File: src/rtl/captura_operandos.sv
// captura_operandos: keypad operand-entry stage for the 12-bit adder.
// Builds two decimal operands from one-cycle key events. On SUM it issues a
// one-cycle suma_btn pulse. The operands stay frozen through the pulse cycle
// and the cycle after it, so the adder can sample them.
//
// state     | meaning
// ----------+--------------------------------------------------------
// ENTER_A   | accumulating digits into num1
// ENTER_B   | accumulating digits into num2
// SUM_PULSE | single cycle with suma_btn high, all keys ignored
// SHOW      | result displayed; a digit starts a new operation
module captura_operandos #(
    parameter int MAX_DIGITS = 3
) (
    input  logic        clk,
    input  logic        rst,
    input  logic        key_valid,
    input  logic [3:0]  key_code,
    output logic [11:0] num1,
    output logic [11:0] num2,
    output logic        suma_btn,
    output logic        operando_sel,
    output logic        mostrar_resultado,
    output logic [1:0]  digit_count
);

    localparam logic [1:0] ENTER_A   = 2'd0;
    localparam logic [1:0] ENTER_B   = 2'd1;
    localparam logic [1:0] SUM_PULSE = 2'd2;
    localparam logic [1:0] SHOW      = 2'd3;

    localparam logic [3:0] KEY_NEXT  = 4'hA;
    localparam logic [3:0] KEY_SUM   = 4'hB;
    localparam logic [3:0] KEY_CLEAR = 4'hC;

    localparam logic [1:0] MAX_CNT = 2'(MAX_DIGITS);

    logic [1:0]  state_q, state_d;
    logic [11:0] num1_q, num1_d;
    logic [11:0] num2_q, num2_d;
    logic        suma_q, suma_d;
    logic        sel_q, sel_d;
    logic        show_q, show_d;
    logic [1:0]  cnt_q, cnt_d;

    logic        is_digit;
    logic        room;
    logic [11:0] digit_ext;

    assign is_digit  = (key_code <= 4'd9);
    assign room      = (cnt_q < MAX_CNT);
    assign digit_ext = 12'(key_code);

    // Next-state and output decode; everything defaults to hold, pulse defaults low.
    always_comb begin
        state_d = state_q;
        num1_d  = num1_q;
        num2_d  = num2_q;
        suma_d  = 1'b0;
        sel_d   = sel_q;
        show_d  = show_q;
        cnt_d   = cnt_q;

        case (state_q)
            ENTER_A: begin
                if (key_valid) begin
                    if (is_digit) begin
                        if (room) begin
                            num1_d = num1_q * 12'd10 + digit_ext;
                            cnt_d  = cnt_q + 2'd1;
                        end
                    end else if (key_code == KEY_NEXT) begin
                        if (cnt_q != 2'd0) begin
                            state_d = ENTER_B;
                            cnt_d   = 2'd0;
                            sel_d   = 1'b1;
                        end
                    end else if (key_code == KEY_CLEAR) begin
                        state_d = ENTER_A;
                        num1_d  = '0;
                        num2_d  = '0;
                        sel_d   = 1'b0;
                        show_d  = 1'b0;
                        cnt_d   = '0;
                    end
                end
            end
            ENTER_B: begin
                if (key_valid) begin
                    if (is_digit) begin
                        if (room) begin
                            num2_d = num2_q * 12'd10 + digit_ext;
                            cnt_d  = cnt_q + 2'd1;
                        end
                    end else if (key_code == KEY_SUM) begin
                        if (cnt_q != 2'd0) begin
                            state_d = SUM_PULSE;
                            suma_d  = 1'b1;
                        end
                    end else if (key_code == KEY_CLEAR) begin
                        state_d = ENTER_A;
                        num1_d  = '0;
                        num2_d  = '0;
                        sel_d   = 1'b0;
                        show_d  = 1'b0;
                        cnt_d   = '0;
                    end
                end
            end
            SUM_PULSE: begin
                // Keys are deliberately dropped here so the operands cannot move
                // while the adder is picking them up.
                state_d = SHOW;
                show_d  = 1'b1;
            end
            default: begin
                if (key_valid) begin
                    if (is_digit) begin
                        state_d = ENTER_A;
                        num1_d  = digit_ext;
                        num2_d  = '0;
                        sel_d   = 1'b0;
                        show_d  = 1'b0;
                        cnt_d   = 2'd1;
                    end else if (key_code == KEY_CLEAR) begin
                        state_d = ENTER_A;
                        num1_d  = '0;
                        num2_d  = '0;
                        sel_d   = 1'b0;
                        show_d  = 1'b0;
                        cnt_d   = '0;
                    end
                end
            end
        endcase
    end

    // State and output registers; synchronous reset wins over any key event.
    always_ff @(posedge clk) begin
        if (rst) begin
            state_q <= ENTER_A;
            num1_q  <= '0;
            num2_q  <= '0;
            suma_q  <= 1'b0;
            sel_q   <= 1'b0;
            show_q  <= 1'b0;
            cnt_q   <= '0;
        end else begin
            state_q <= state_d;
            num1_q  <= num1_d;
            num2_q  <= num2_d;
            suma_q  <= suma_d;
            sel_q   <= sel_d;
            show_q  <= show_d;
            cnt_q   <= cnt_d;
        end
    end

    assign num1              = num1_q;
    assign num2              = num2_q;
    assign suma_btn          = suma_q;
    assign operando_sel      = sel_q;
    assign mostrar_resultado = show_q;
    assign digit_count       = cnt_q;

endmodule

File: config.mk
export PLATFORM = sky130hd
export DESIGN_NAME = captura_operandos
export DESIGN_NICKNAME = d
export VERILOG_FILES = /design/src/rtl/captura_operandos.sv
export SDC_FILE = /design/constraint.sdc
export NUM_CORES = 1
export LEC_CHECK = 0
export ABC_AREA = 1
export BUFFER_PORTS_ARGS = -buffer_cell sky130_fd_sc_hd__buf_2
export CAP_MARGIN = 40
export CORE_MARGIN = 5
export CORE_UTILIZATION = 54
export DETAILED_ROUTE_END_ITERATION = 10
export HOLD_SLACK_MARGIN = 0.1
export PLACE_DENSITY = 0.89
export SLEW_MARGIN = 20
export SYNTH_ARGS = -nofsm -noshare
export SYNTH_HDL_FRONTEND = slang
export SYNTH_SLANG_ARGS = --single-unit
export TNS_END_PERCENT = 10
File: constraint.sdc
create_clock -name clk -period 2.3 [get_ports clk]
set_input_delay 0 -clock clk [delete_from_list [all_inputs] [get_ports clk]]
set_output_delay 0 -clock clk [all_outputs]
set_load 0.1 [all_outputs]
; After elaboration in Yosys (flattened, before gate mapping)
; Index checks and enable logic that the tools add are counted.
[word_totals]
reg_bits = 31
latchBits = 0
inputBits = 7
ram_bits = 0
romBits = 0
mem_count = 0
[op_classes]
multipliers = 2
n_reduce_logical = 10
shift = 0
addsub = 3
n_lt_le_gt_ge = 2
n_eq_ne = 18
n_mux = 68
n_div = 0
n_bitwise = 4
[ops]
columns = op, n
row1 = $mux 12, 20
row2 = $pmux 12 s3, 2
row3 = $mux 2, 22
row4 = $add 12x4->12, 2
row5 = $mul 12x3->11 const B, 2
row6 = $mux 1, 20
row7 = $ne 3x3->1 const B, 6
row8 = $reduce_and 6->1, 3
row9 = $reduce_and 7->1, 2
row10 = $eq 4x4->1 const B, 3
row11 = $ne 2x2->1 const B, 6
row12 = $pmux 2 s3, 2
row13 = $pmux 1 s3, 2
row14 = $reduce_or 5->1, 1
row15 = $le 4x4->1 const B, 1
row16 = $ne 4x4->1 const B, 1
row17 = $not 1->1, 4
row18 = $reduce_and 4->1, 1
row19 = $reduce_bool 2->1, 2
row20 = $add 2x1->2 const B, 1
row21 = $eq 2x1->1 const B, 1
row22 = $eq 2x2->1 const B, 1
row23 = $logic_not 2->1, 1
row24 = $lt 2x2->1 const B, 1

; Depth between registers and ports, before layout
; Gate-level depths: netlist of run 1.
[depth]
depth_word = 6
mapped_depth = 15
mapped_depth_nobuf = 15

; Worst setup path before layout of run 1
; Ideal clock, no wire load.
[synth_timing]
path_type = register -> register
start = register num1_q[1] (netlist: num1[1])
end = register num1_q[10] (netlist: num1[10])
slack_ns = -0.714
arrival_time_ns = 2.893
path_stages_with_launch = 13
n_path_buf = 0
synth_period_minus_slack_ns = 3.014
setup_time_ns = 0.120
required_ns = 2.180
cell_sequence = dfxtp_1 ha_1 ha_1 fa_1 nand3_1 inv_1 nand3_1 nor3_1 nand2_1 nand2_1 nand3_1 nand2_1 a21oi_1
[synth_between]
elab_chain_cells = 6
[synth_rtl]
columns = item, line
row1 = "start, declared", 39  ; logic [11:0] num1_q, num1_d;
row2 = "start signal, assigned", 150  ; num1_q <= num1_d;
row3 = $mul 12x3->11, 69  ; num1_d = num1_q * 12'd10 + digit_ext;
row4 = $add 12x4->12, 69
row5 = $mux 12, 68  ; if (room) begin
row6 = $mux 12, 67  ; if (is_digit) begin
row7 = $mux 12, 66  ; if (key_valid) begin
row8 = $pmux 12 s3, 64  ; case (state_q)
; No other way between the ends. The select of a mux whose other input is x is not followed.
; A chain may end at the register's enable or synchronous reset.

; Worst setup path after layout of run 1
[layout_timing]
start = register num1_q[3] (netlist: num1[3])
end = register num1_q[11] (netlist: num1[11])
; Same word-level chain as after synthesis.

==> results of run 1 <==
cell usage after synthesis (2+ instances only):
library cell  number  share of area, %
inv_2              7              0.85
o21ai_1            5              0.81
nand3_2            2              0.65
inv_1             60               7.3
nor3_1             6              0.97
nand2_2            3              0.61
o21a_1             2              0.48
o21ai_0           18               2.9
buf_2              2              0.32
nand4_1            8               1.6
dfxtp_1           31                20
nor3_4             2               1.0
ha_1              36                15
a21oi_1           43               6.9
nor2_4             6               2.2
clkbuf_1           4              0.48
nor2_1            27               3.3
nand2_1          132                16
nand2_4            3               1.1
fa_1               4               2.6
or2_2              4              0.81
xnor2_1            3              0.85
a22oi_1            2              0.48
nand3b_1           4              0.97
nand3_1           47               7.6
what timing repair did:
item / in CTS / in global routing
endpoints found under the setup margin: 1 / 8
setup buffers: 0 / 1
pin swaps: 0 / 7
hold endpoints to repair: 3 / 0
hold buffers: 2 / 0
gates cloned: 0 / 0
resized for setup: 1 / 18
metrics by stage:
stage               total power (W)  hold WS (ns)  setup TNS (ns)  util [%]  cell area [um2]
floorplan                   0.00178         0.132         -0.0903         -             3220
global placement            0.00199         0.312               0      62.8             3480
detailed placement          0.00202         0.320         -0.0138      62.8             3480
CTS                         0.00253         0.145               0      65.1             3600
global route                0.00272         0.174         -0.0227      67.0             3710
finish                      0.00256         0.155               0      67.0             3710
sequential cells by signal, summed over array words and instances, names as in the netlist:
name / flops
suma_btn: 1
digit_count: 2
operando_sel: 1
num1: 12
state_q: 2
num2: 12
mostrar_resultado: 1
critical path, delay by kind of cell, from the launching register on:
family / cells / cell delay, ns
adder cells (fa/ha/maj): 3 / 0.93
AND/OR/NAND/NOR: 8 / 0.79
flip-flops: 1 / 0.36
AO/OA/AOI/OAI: 1 / 0.05
cell families after synthesis:
group,after synthesis
simple gates,250
compound gates,76
buf+inv,74
fa+ha+maj,40
flops,31
xor+xnor,4
area by class of cell:
type                       count  area (um2)  area share (%)
timing repair buffer          42         233            6.27
clock inverter                 1        6.26           0.169
tap                           72        90.1            2.43
clock buffer                   7        96.3            2.60
sequential                    31         673            18.1
multi-input combinational    370        2360            63.6
inverter                      67         251            6.77
placed cells by master (no fill, tap or decap), types with 8 or more instances in the layout:
master   Yosys  layout
inv_1       60      59
inv_2        7       8
dfxtp_1     31      11
nand2_1    132     130
dfxtp_4      0      11
buf_2        2      35
ha_4         0       8
o21ai_0     18      17
nor2_1      27      22
ha_1        36      26
nand3_1     47      44
dfxtp_2      0       9
nand4_1      8       8
a21oi_1     43      42
report_power, final:
part / switching [W] / leakage (nW) / total (W) / internal, W
sequential: 0.0000796 / 0.265 / 0.000682 / 0.000603
clock: 0.000231 / 0.0548 / 0.000504 / 0.000273
combinational: 0.00101 / 1.51 / 0.00137 / 0.000361
routing by layer:
metal	vias to the layer above	global-route usage, %
met2	101	42.6
met3	25	4.13
met1	1523	28.3
met5	-	0
met4	0	8.78
li1	1652	-
path summary, 6_finish.rpt:
check                            startpoint                        endpoint  slack, ns  cells after the start
max                    num1[3]$_SDFFE_PP0P_           num1[11]$_SDFFE_PP0P_       0.08                     12
min                                     rst            num2[2]$_SDFFE_PP0P_       0.15                      2
max reg2reg            num1[3]$_SDFFE_PP0P_           num1[11]$_SDFFE_PP0P_       0.08                     12
min reg2reg  mostrar_resultado$_SDFFE_PP0P_  mostrar_resultado$_SDFFE_PP0P_       0.47                      2
==> run_results.csv, run 1 <==
group,metric,value,unit
global_routing,overflow,0,
clocking,clk_latency,0.29,ns
global_routing,grt_usage,23.8,%
yosys,synth-compound-area-share,13.2,%
worst_setup_path,slowest_stage,"fa_2",
yosys,synthSimpleGateAreaFrac,39.2,%
yosys,synth_top_flop_cell,"dfxtp_1",
power,ir_drop,605,uV
worst_setup_path,crit_fanout,4,
detailed_routing,m1WireLength,3.47,mm
detailed_routing,wl_met3,446,um
global_routing,grt_pass1_wl,14.5,mm
yosys,synthXorXnorAreaFrac,1.13,%
cells_and_area,insertedDiodeCount,0,
sta,fin_ws,0.0774,ns
global_routing,grt_max_degree,22,
cells_and_area,drive_above_1_share,24.3,%
sta,rsz0062_at_grt,"true",
detailed_routing,drcViolationCount,0,
clocking,cts.clk_slew.worst_paths,0.08,ns
worst_setup_path,worstPathArrival,2.41,ns
sta,final-hold-violation-count,0,
worst_setup_path,cpPeakStageDelay,0.54,ns
global_routing,antenna_found_initial,0,
cells_and_area,syn_to_final_growth,19.7,%
worst_setup_path,critPathKind,"reg2reg",
cells_and_area,instances_no_fill,590,
global_routing,grt_pass1_vias,3288,
placement,dpl_worst_slack,-0.0138,ns
hold_path,hold_path_class,"in2reg",
yosys,avgSynthCellArea,6.53,um2
sta,setup_viol,0,
worst_setup_path,crit_path_end_kind,"flop",
placement,place.gp.congestion,0.885,
sta,finalMaxSlewViolations,0,
floorplan,io_pins,36,
placement,port_buffers,35,
detailed_routing,wire_per_inst,14.1,um
worst_setup_path,crit_top_cell,"nand3_1",
yosys,synthMuxAreaShare,0,%
detailed_routing,vias,3301,
clocking,cts_tree,"yes",
worst_setup_path,cp_data_required_time,2.49,ns
floorplan,die_height,85.8,um
sta,relSlewSlack,65.2,%
floorplan,rows,27,
yosys,synth_top_family_by_area,"simple AND/OR/NAND/NOR gates",
yosys,ys_seq_elements,31,
floorplan,chipWidth,85.8,um
detailed_routing,drt_wl_total,8.34,mm
sta,worstMarginPinSlew,0.521,ns
power,powerDensity,689,nW/um2
yosys,synth_nets,522,
detailed_routing,routed.top_layer,"met4",
floorplan,core,5540,um2
run_status,status,"finished, final reports clean",
sta,period_needed,2.22,ns
placement,dp.cells,579,
sta,clock_skew,0.00565,ns
sta,max_freq,450,MHz
clocking,htreeDepth,2,
worst_setup_path,path_cells,"ha_4, ha_4, fa_2, nand3_2, nor2_1, nand3_1, nor2_2, nand3_1, nand2_1, nand3_1, nand2_1, a21oi_1",
clocking,cts_buffers,5,
floorplan,initial_core_util,56.0,%
clocking,clockRootBuffer,"clkbuf_8",
placement,place_hpwl,6.45,mm
floorplan,die_area,7360,um2
yosys,synthAdderAreaFrac,17.1,%
power,p_leak,1.83,nW
clocking,clockBufferDepth,2,
detailed_routing,drtIter0Drc,223,
yosys,yosysWarnings,0,
yosys,ys_seq_area_share,20.0,%
clocking,cts.sinks,31,
sta,fin_crit_sh,96.6,%
detailed_routing,vias_per_cell,5.59,
yosys,postSynth.asyncResetShare,0,%
detailed_routing,first_pass_iters,5,
detailed_routing,ant_nets,0,
detailed_routing,met2_length,4.21,mm
yosys,synth_cell_type_count,39,
run,max-cap-violations,0,
worst_setup_path,crit_path_start_kind,"flop",
yosys,synth_edf_count,0,
yosys,syn_area,3100,um2
cells_and_area,fill_cells,512,
cells_and_area,num-nets-final,564,
yosys,synth_cells,475,
Power figures use the tool's default switching activity.
==> inputs of run 2 (changes only) <==
--- a/config.mk
+++ b/config.mk
@@ -12,7 +12,7 @@
 export CORE_UTILIZATION = 54
 export DETAILED_ROUTE_END_ITERATION = 10
 export HOLD_SLACK_MARGIN = 0.1
-export PLACE_DENSITY = 0.89
+export PLACE_DENSITY = 0.78
 export SLEW_MARGIN = 20
 export SYNTH_ARGS = -nofsm -noshare
 export SYNTH_HDL_FRONTEND = slang
==> run_results.csv, run 2 (synthesis results as in run 1) <==
group,metric,value,unit
detailed_routing,wl_met3,427,um
placement,port_buffers,35,
power,p_seq_share,27.5,%
worst_setup_path,crit_fanout,3,
clocking,cts_buffers,5,
global_routing,grt_max_degree,22,
power,combPwrFrac,55.3,%
sta,max_freq,440,MHz
run_status,status,"finished, final reports clean",
detailed_routing,m1WireLength,3.53,mm
power,swShare,52.9,%
placement,dpl_worst_slack,0.0553,ns
worst_setup_path,worstPathArrival,2.46,ns
cells_and_area,insertedDiodeCount,0,
worst_setup_path,slowest_stage,"fa_2",
clocking,cts.clk_slew.worst_paths,0.07,ns
global_routing,grt_usage,22.5,%
detailed_routing,drcViolationCount,0,
power,p_int,0.00117,W
power,p_clk_share,17.2,%
global_routing,antenna_found_initial,0,
power,p_leak,1.83,nW
clocking,cts.sinks,31,
worst_setup_path,crit_family,"adder cells",
sta,clock_skew,0.00462,ns
detailed_routing,wire_per_inst,13.7,um
floorplan,die_area,7360,um2
clocking,clockBufferDepth,2,
floorplan,core,5540,um2
cells_and_area,final_common_cell,"nand2_1",
sta,final-hold-violation-count,0,
power,powerDensity,674,nW/um2
detailed_routing,met2_length,3.99,mm
sta,fin_crit_sh,98.9,%
clocking,clockRootBuffer,"clkbuf_8",
worst_setup_path,crit_path_start_kind,"flop",
global_routing,overflow,0,
placement,place_hpwl,6.31,mm
global_routing,grt_pass1_wl,13.5,mm
detailed_routing,drt_wl_total,8.07,mm
detailed_routing,drtIter0Drc,208,
sta,relSlewSlack,66.8,%
sta,worstMarginPinSlew,0.502,ns
floorplan,io_pins,36,
power,netSwitchingPower,0.00131,W
floorplan,rows,27,
detailed_routing,first_pass_iters,5,
cells_and_area,num-nets-final,564,
worst_setup_path,path_cells,"ha_4, ha_4, fa_2, nand3_2, nor2_2, nand3_2, nor2_2, nand3_1, nand2_1, nand3_1, nand2_1, a21oi_1",
cells_and_area,syn_to_final_growth,18.7,%
detailed_routing,vias_per_cell,5.48,
placement,placed_cell_area,3470,um2
sta,fin_ws,0.0264,ns
power,ir_drop,414,uV
sta,setup_viol,0,
detailed_routing,vias,3236,
cells_and_area,drive_above_1_share,24.1,%
worst_setup_path,crit_path_end_kind,"flop",
clocking,cts_tree,"yes",
sta,hold_slack,0.153,ns
detailed_routing,routed.top_layer,"met4",
sta,finalSetupTns,0,ns
floorplan,chipWidth,85.8,um
cells_and_area,design_area,3680,um2
run,max-cap-violations,0,
cells_and_area,final_cell_mix,"nand2_1 (130), inv_1 (59), nand3_1 (43)",
detailed_routing,ant_nets,0,
sta,finalMaxSlewViolations,0,
sta,rsz0062_at_grt,"true",
worst_setup_path,cp_data_required_time,2.48,ns
worst_setup_path,critPathKind,"reg2reg",
hold_path,hold_path_class,"in2reg",
worst_setup_path,cpPeakStageDelay,0.55,ns
clocking,clk_latency,0.29,ns
placement,place.gp.congestion,0.896,
clocking,htreeDepth,2,
worst_setup_path,cp_num_buf_inv,0,
floorplan,initial_core_util,56.0,%
global_routing,grt_pass1_vias,3017,
cells_and_area,finalCoreUtilization,66.4,%
sta,period_needed,2.27,ns
floorplan,die_height,85.8,um
## run 2: cell types whose count changed in the layout (fill, tap and decap cells not counted), moves of 2 or more
cell,previous run,this run
clkinv_1,0,2
a21oi_1,42,40
ha_4,8,6
a21oi_2,1,3
ha_1,26,29
clkbuf_8,7,5
## run 2: area by class of cell
| class | instances | area, um2 |
|---|---|---|
| flip-flops and latches | 31 | 673 |
| multi-input cells | 370 | 2350 |
| well taps | 72 | 90.1 |
| fillers | 510 | 1860 |
| inverters | 67 | 251 |
| repair buffers | 42 | 233 |
| clock buffers | 5 | 68.8 |
| clock inverters | 3 | 15.0 |
## run 2: path summary, 6_finish.rpt
path	startpoint	endpoint	slack, ns	cells past startpoint
worst max-delay path	num1[1]$_SDFFE_PP0P_	num1[11]$_SDFFE_PP0P_	0.03	12
worst max register to register	num1[1]$_SDFFE_PP0P_	num1[11]$_SDFFE_PP0P_	0.03	12
worst min register to register	mostrar_resultado$_SDFFE_PP0P_	mostrar_resultado$_SDFFE_PP0P_	0.46	2
worst min-delay path	rst	num2[1]$_SDFFE_PP0P_	0.15	2
## run 2: worst reg2reg max path, delay by kind of cell, from the launching register on
family / cells / cell delay [ns]
adder cells (fa/ha/maj): 3 / 0.95
AND/OR/NAND/NOR: 8 / 0.82
flip-flops: 1 / 0.36
AO/OA/AOI/OAI: 1 / 0.05
## run 2: what timing repair did
action                     4_1_cts  5_1_grt
resized for setup                0       20
setup endpoints to repair        0        7
hold endpoints to repair         3        0
hold buffers                     2        0
buffers inserted                 0        2
## run 2: power by group through the flow
stage | sequential (W) | combinational, W | clock, W
final | 0.000683 | 0.00137 | 0.000426
after global routing | 0.000695 | 0.00149 | 0.000456
after CTS | 0.000681 | 0.00133 | 0.000436
after detailed placement | 0.000693 | 0.00133 | 0
after global placement | 0.000691 | 0.00131 | 0
after floorplan | 0.00107 | 0.000710 | 0
## run 2: metal layers
layer	vias to the layer above	global-route usage (%)
met5	-	0
li1	1660	-
met1	1471	27.4
met3	12	4.23
met2	93	39.7
met4	0	7.19
## run 2: through the flow
stage / total power, W / instances
floorplan: 0.00178 / 475
global placement: 0.00200 / 578
detailed placement: 0.00202 / 578
CTS: 0.00245 / 588
global route: 0.00264 / 590
finish: 0.00248 / 590
